$ cat src/rtl/irq_stim_scheduler.sv
// irq_stim_scheduler: buffers timed interrupt commands in a small FIFO and
// plays them out one at a time on the core's irq lines. Each command waits
// a programmed number of idle cycles, then raises its line for a programmed
// width, or leaves it raised until clear_all when the width is zero.
//
// Handshake: a command transfers on a rising clk edge where cmd_valid and
// cmd_ready are both high. cmd_ready depends only on the registered FIFO
// count, never on cmd_valid. The host holds a command stable while
// cmd_valid is high and cmd_ready is low.
module irq_stim_scheduler #(
  parameter int DEPTH   = 4,
  parameter int DELAY_W = 16
) (
  input  logic                       clk,
  input  logic                       reset,
  input  logic                       cmd_valid,
  output logic                       cmd_ready,
  input  logic [4:0]                 cmd_irq_id,
  input  logic [DELAY_W-1:0]         cmd_delay,
  input  logic [DELAY_W-1:0]         cmd_hold,
  input  logic                       clear_all,
  output logic                       irq_software,
  output logic                       irq_timer,
  output logic                       irq_external,
  output logic [14:0]                irq_fast,
  output logic                       irq_nm,
  output logic                       busy,
  output logic [$clog2(DEPTH):0]     fifo_count,
  output logic                       err_bad_id,
  output logic [1:0]                 dbg_state
);

  localparam int PTR_W   = $clog2(DEPTH);
  localparam int CNT_W   = PTR_W + 1;
  localparam int NUM_IRQ = 19;

  // Bit positions in irq_q: 0 software, 1 timer, 2 external,
  // 3..17 fast[0..14], 18 nm. The command id is the bit index.
  localparam logic [4:0] MAX_ID = 5'd18;

  typedef enum logic [1:0] {
    ST_IDLE = 2'd0,
    ST_WAIT = 2'd1,
    ST_HOLD = 2'd2
  } state_e;

  typedef struct packed {
    logic [4:0]         id;
    logic [DELAY_W-1:0] delay;
    logic [DELAY_W-1:0] hold;
  } entry_t;

  entry_t             mem_q [DEPTH];
  entry_t             mem_d [DEPTH];
  logic [PTR_W-1:0]   wr_ptr_q, wr_ptr_d;
  logic [PTR_W-1:0]   rd_ptr_q, rd_ptr_d;
  logic [CNT_W-1:0]   count_q, count_d;

  state_e             state_q, state_d;
  logic [DELAY_W-1:0] cnt_q, cnt_d;
  logic [DELAY_W-1:0] hold_q, hold_d;
  logic [4:0]         id_q, id_d;
  logic               err_q, err_d;
  logic [NUM_IRQ-1:0] irq_q, irq_d;

  logic               push;
  logic               pop;
  logic               set_en;
  logic               clr_en;
  entry_t             head;

  assign cmd_ready = (count_q < CNT_W'(DEPTH));
  assign push      = cmd_valid && cmd_ready;
  assign head      = mem_q[rd_ptr_q];

  // FIFO storage, pointers and occupancy; pointers wrap as DEPTH is a power of 2
  always_comb begin
    mem_d    = mem_q;
    wr_ptr_d = wr_ptr_q;
    rd_ptr_d = rd_ptr_q;
    count_d  = count_q;
    if (push) begin
      mem_d[wr_ptr_q] = '{id: cmd_irq_id, delay: cmd_delay, hold: cmd_hold};
      wr_ptr_d        = wr_ptr_q + PTR_W'(1);
    end
    if (pop) begin
      rd_ptr_d = rd_ptr_q + PTR_W'(1);
    end
    case ({push, pop})
      2'b10:   count_d = count_q + CNT_W'(1);
      2'b01:   count_d = count_q - CNT_W'(1);
      default: count_d = count_q;
    endcase
  end

  // Command sequencer: pop, count down the delay, assert, count down the hold
  always_comb begin
    state_d = state_q;
    cnt_d   = cnt_q;
    hold_d  = hold_q;
    id_d    = id_q;
    err_d   = err_q;
    pop     = 1'b0;
    set_en  = 1'b0;
    clr_en  = 1'b0;
    case (state_q)
      ST_IDLE: begin
        if (count_q != '0) begin
          pop = 1'b1;
          if (head.id > MAX_ID) begin
            // An unknown id is dropped without touching any line.
            err_d = 1'b1;
          end else begin
            id_d    = head.id;
            hold_d  = head.hold;
            cnt_d   = head.delay;
            state_d = ST_WAIT;
          end
        end
      end
      ST_WAIT: begin
        if (cnt_q != '0) begin
          cnt_d = cnt_q - DELAY_W'(1);
        end else begin
          set_en = 1'b1;
          if (hold_q != '0) begin
            // The assertion edge itself is the first high cycle.
            cnt_d   = hold_q - DELAY_W'(1);
            state_d = ST_HOLD;
          end else begin
            state_d = ST_IDLE;
          end
        end
      end
      ST_HOLD: begin
        if (cnt_q != '0) begin
          cnt_d = cnt_q - DELAY_W'(1);
        end else begin
          clr_en  = 1'b1;
          state_d = ST_IDLE;
        end
      end
      default: state_d = ST_IDLE;
    endcase
  end

  // irq line bits: clear_all wipes all, then the sequencer's set/clear applies
  always_comb begin
    irq_d = clear_all ? '0 : irq_q;
    if (set_en) irq_d[id_q] = 1'b1;
    if (clr_en) irq_d[id_q] = 1'b0;
  end

  // State register with synchronous active-high reset
  always_ff @(posedge clk) begin
    if (reset) begin
      for (int i = 0; i < DEPTH; i++) mem_q[i] <= '0;
      wr_ptr_q <= '0;
      rd_ptr_q <= '0;
      count_q  <= '0;
      state_q  <= ST_IDLE;
      cnt_q    <= '0;
      hold_q   <= '0;
      id_q     <= '0;
      err_q    <= 1'b0;
      irq_q    <= '0;
    end else begin
      for (int i = 0; i < DEPTH; i++) mem_q[i] <= mem_d[i];
      wr_ptr_q <= wr_ptr_d;
      rd_ptr_q <= rd_ptr_d;
      count_q  <= count_d;
      state_q  <= state_d;
      cnt_q    <= cnt_d;
      hold_q   <= hold_d;
      id_q     <= id_d;
      err_q    <= err_d;
      irq_q    <= irq_d;
    end
  end

  assign irq_software = irq_q[0];
  assign irq_timer    = irq_q[1];
  assign irq_external = irq_q[2];
  assign irq_fast     = irq_q[17:3];
  assign irq_nm       = irq_q[18];
  assign busy         = (state_q != ST_IDLE) || (count_q != '0);
  assign fifo_count   = count_q;
  assign err_bad_id   = err_q;
  assign dbg_state    = state_q;

endmodule

$ cat config.mk
export PLATFORM = sky130hd
export DESIGN_NAME = irq_stim_scheduler
export DESIGN_NICKNAME = d
export VERILOG_FILES = /design/src/rtl/irq_stim_scheduler.sv
export SDC_FILE = /design/constraint.sdc
export NUM_CORES = 1
export LEC_CHECK = 0
export CAP_MARGIN = 20
export CORE_ASPECT_RATIO = 1.4
export CORE_MARGIN = 8
export CORE_UTILIZATION = 30
export CTS_BUF_LIST = sky130_fd_sc_hd__clkbuf_2 sky130_fd_sc_hd__clkbuf_4 sky130_fd_sc_hd__clkbuf_8
export DETAILED_ROUTE_END_ITERATION = 10
export PLACE_DENSITY_LB_ADDON = 0.15
export SYNTH_ARGS = -nofsm -noshare
export SYNTH_HDL_FRONTEND = slang
export SYNTH_SLANG_ARGS = --single-unit
$ cat constraint.sdc
create_clock -name clk -period 5.8 [get_ports clk]
set_input_delay 1.45 -clock clk [delete_from_list [all_inputs] [get_ports clk]]
set_output_delay 1.45 -clock clk [all_outputs]
set_load 0.02 [all_outputs]
==> results.md <==
* Post-synthesis sequential area ratio at 44.0%
* Pin count of the biggest net entering global routing at 112
* DRT iter0 DRCs at between 500 and 600
* Crit path launch: fifo_count[2]
* Resize count post-CTS at 0
* Setup slack at placement at 1.95 ns
* Setup TNS at 0 ns
* Hold-fix buffers, CTS at 0
* Worst Max-Slew Pin Slew at 1.04 ns
* Placer Congestion at 0.812
* Final setup fails at 0
* Synth top area share at 44.0%
* CP Max Fanout at 6
* WHS Endpoint: mem_q[86]
* Via count at 8118
* Dpl hpwl at 18.4 mm
* Min-delay src: mem_q[86]
* Mapped cell area at a little under 0.01 mm2
* Cell Int Power at approximately 3300 uW
* Switch Pwr at 2140 uW
* Main synth FF type: dfxtp_1
* Required @ worst endpoint at 4.35 ns
* CTS clk-pin slew, worst paths at 0.06 ns
* Initial DRT Pass Iterations at 5
* Num CTS Buffers at 38
* Reg area at between 0.004 and 0.005 mm2
* Reg-to-reg slack, setup at 2.48 ns
* Slew Viols, Final at 0
* Final worst slack at around 1.9 ns
* Most frequent cells in the layout: nand2_1 (367), dfxtp_1 (212), a21oi_1 (197)
* Area of the multi-input gates at ~0.0051 mm2
* Initial antenna violation count at 1
* Crit. End Element: output port
* Layout Utilization at 36.0%
* Syn Nets at ~1200
* WL per Instance at 17.8 um
* Outcome: complete, no violations
* Via/cell ratio at 4.96
* CTS tree: built
* Clock buffer depth at 3
* Combinational Power Share at 38.2%
* Nets at around 1300
* PortBufs at 67
* Clock power frac at 28.4%
* Worst reg2reg path depth at 7
* ANT nets after route at 0
* Worst slew margin at 30.8%
* Pleak at 0.00392 uW
* Power Density at 471 mW/mm2
* Synth area leader: dfxtp_1
* Share of layout cells above drive strength 1 at 12.2%
* Hold Vio Cnt, Final at 0
* Row Count at 78
* Overall routed net length at 29.2 mm
* Root Buffer: clkbuf_8
* Number of synthesized flops with an enable pin at 0
* RSZ-0062 raised after global routing: false
* Worst r2r src: rd_ptr_q[0]
* Commonest non-fill, non-tap cell in the layout: nand2_1
* First-pass GRT wire length at about 46 mm
* Syn Inst Count at around 1200
* Post-CTS setup buffer count at 0
* FMAX at 254 MHz
* Vias in the first global route at 8094
* Number of synthesized register bits at between 200 and 250
* H-tree levels at 2
* Worst hold path type: register to register
* Pwr Total at between 5000 and 6000 uW
* Clock sinks at 214
* Io pins at 68
* DRC viols at 0
* Syn. warnings at 0
* VDD IR-drop max at 0.000226 V
* Hold path depth at 2
* Core Region at ~0.032 mm2
* Crit share post-route at 67.8%
* Die Span X at 168 um
* Die Footprint at 0.0386 mm2
* Worst Hold Slack at roughly 0.45 ns
* Yosys cell types at 60
* Async set-reset flop share out of synthesis at 0%
* Total gr overflow at 0
* Clock latency on the worst-skew pair at between 0.5 and 0.6 ns
* Mean area per synthesized cell at 8.39 um2
* Reg-to-reg endpoint: cnt_q[8]
* Die height at between 200 and 250 um
* Crit path DAT at between 2 and 2.5 ns
* Share of total power in sequential cells at 33.5%
* Crit start category: register
* Layout fillers at 3359
* Area contributors post-synth: dfxtp_1 (44%), nand2_1 (14%), a21oi_1 (10%), mux4_2 (8.1%), clkbuf_1 (2.3%)
* Synthesis-to-layout area growth at 18.9%
* Net Sw Frac at between 30% and 40%
* Minimum clock period at 3.93 ns
* Tot GR Track Use at 15.2%
* Max cap viols at 0
* Crit Path Class: register to output port
* Skew final at between 0.03 and 0.04 ns
* Initial Utilization at 30.3%
==> layout make-up <==
type,count,share of cell area [%]
inverters,16,0.519
clock inverters,5,0.432
repair buffers,83,6.95
clock buffers,64,6.96
well taps,400,4.32
diodes,1,0.0216
multi-input cells,854,43.8
flip-flops and latches,214,37.0
==> sequential cells by signal, indices dropped and copies added (netlist names) <==
signal      flops
id_q            5
mem_q         148
wr_ptr_q        2
rd_ptr_q        2
err_bad_id      1
irq_q          19
fifo_count      3
dbg_state       2
hold_q         16
cnt_q          16
==> logic make-up after synthesis <==
family / count (synthesis) / share of synthesized area [%]
AO/OA/AOI/OAI: 274 / 16.7
adder cells (fa/ha/maj): 13 / 1.75
XOR/XNOR: 27 / 2.43
multiplexers: 39 / 8.84
buffers and inverters: 93 / 3.97
AND/OR/NAND/NOR: 501 / 22.3
flip-flops: 214 / 44.0
==> per-stage QoR <==
stage	cell area [um2]	std cells
finish	11600	1637
global route	11600	1637
CTS	11600	1636
detailed placement	10700	1567
global placement	10700	1567
floorplan	9740	1161
==> power by group through the flow <==
stage	logic [uW]	registers (uW)	clock network, uW
final	2080	1830	1550
after CTS	2110	1830	1600
after global placement	2110	1860	0
after global routing	2290	1860	1660
after floorplan	1540	1800	0
after detailed placement	2110	1860	0
==> how the worst max path moves through the flow <==
stage | to | cells after the start
2_1_floorplan | fifo_count[2] | 9
5_1_grt | busy | 4
6_report | busy | 4
4_1_cts | busy | 4
3_5_place_dp | mem_q[65] | 6
3_3_place_gp | mem_q[63] | 6
==> Yosys cell counts (3+ instances only) <==
| master | n |
|---|---|
| a211oi_1 | 23 |
| a211oi_2 | 7 |
| a21oi_1 | 197 |
| a31oi_1 | 9 |
| and2_1 | 9 |
| buf_1 | 6 |
| buf_2 | 7 |
| clkbuf_1 | 60 |
| dfxtp_1 | 214 |
| ha_1 | 12 |
| inv_1 | 16 |
| mux4_2 | 35 |
| nand2_1 | 367 |
| nand2b_1 | 3 |
| nand3_1 | 10 |
| nand3b_1 | 3 |
| nand4_1 | 7 |
| nand4b_1 | 3 |
| nor2_1 | 31 |
| nor2_2 | 7 |
| nor2b_1 | 23 |
| nor3_1 | 12 |
| nor3b_1 | 7 |
| nor4_1 | 6 |
| o211ai_1 | 4 |
| o211ai_2 | 4 |
| o21ai_0 | 11 |
| xnor2_1 | 12 |
| xor2_1 | 15 |
==> worst max-delay path: stages, from the launching register on <==
cell	delay [ns]
dfxtp_1	0.36
nor3_1	0.70
and2_1	0.30
inv_1	0.07
clkdlybuf4s50_1	0.54
==> per-layer routing <==
metal | wire length (um) | track usage, % | vias up
met3 | 1340 | 3.12 | 55
met1 | 12700 | 18.3 | 3822
met2 | 14100 | 25.6 | 157
met5 | 0 | 0 | -
li1 | - | - | 4084
met4 | 1080 | 6.74 | 0
Power figures use the tool's default switching activity.
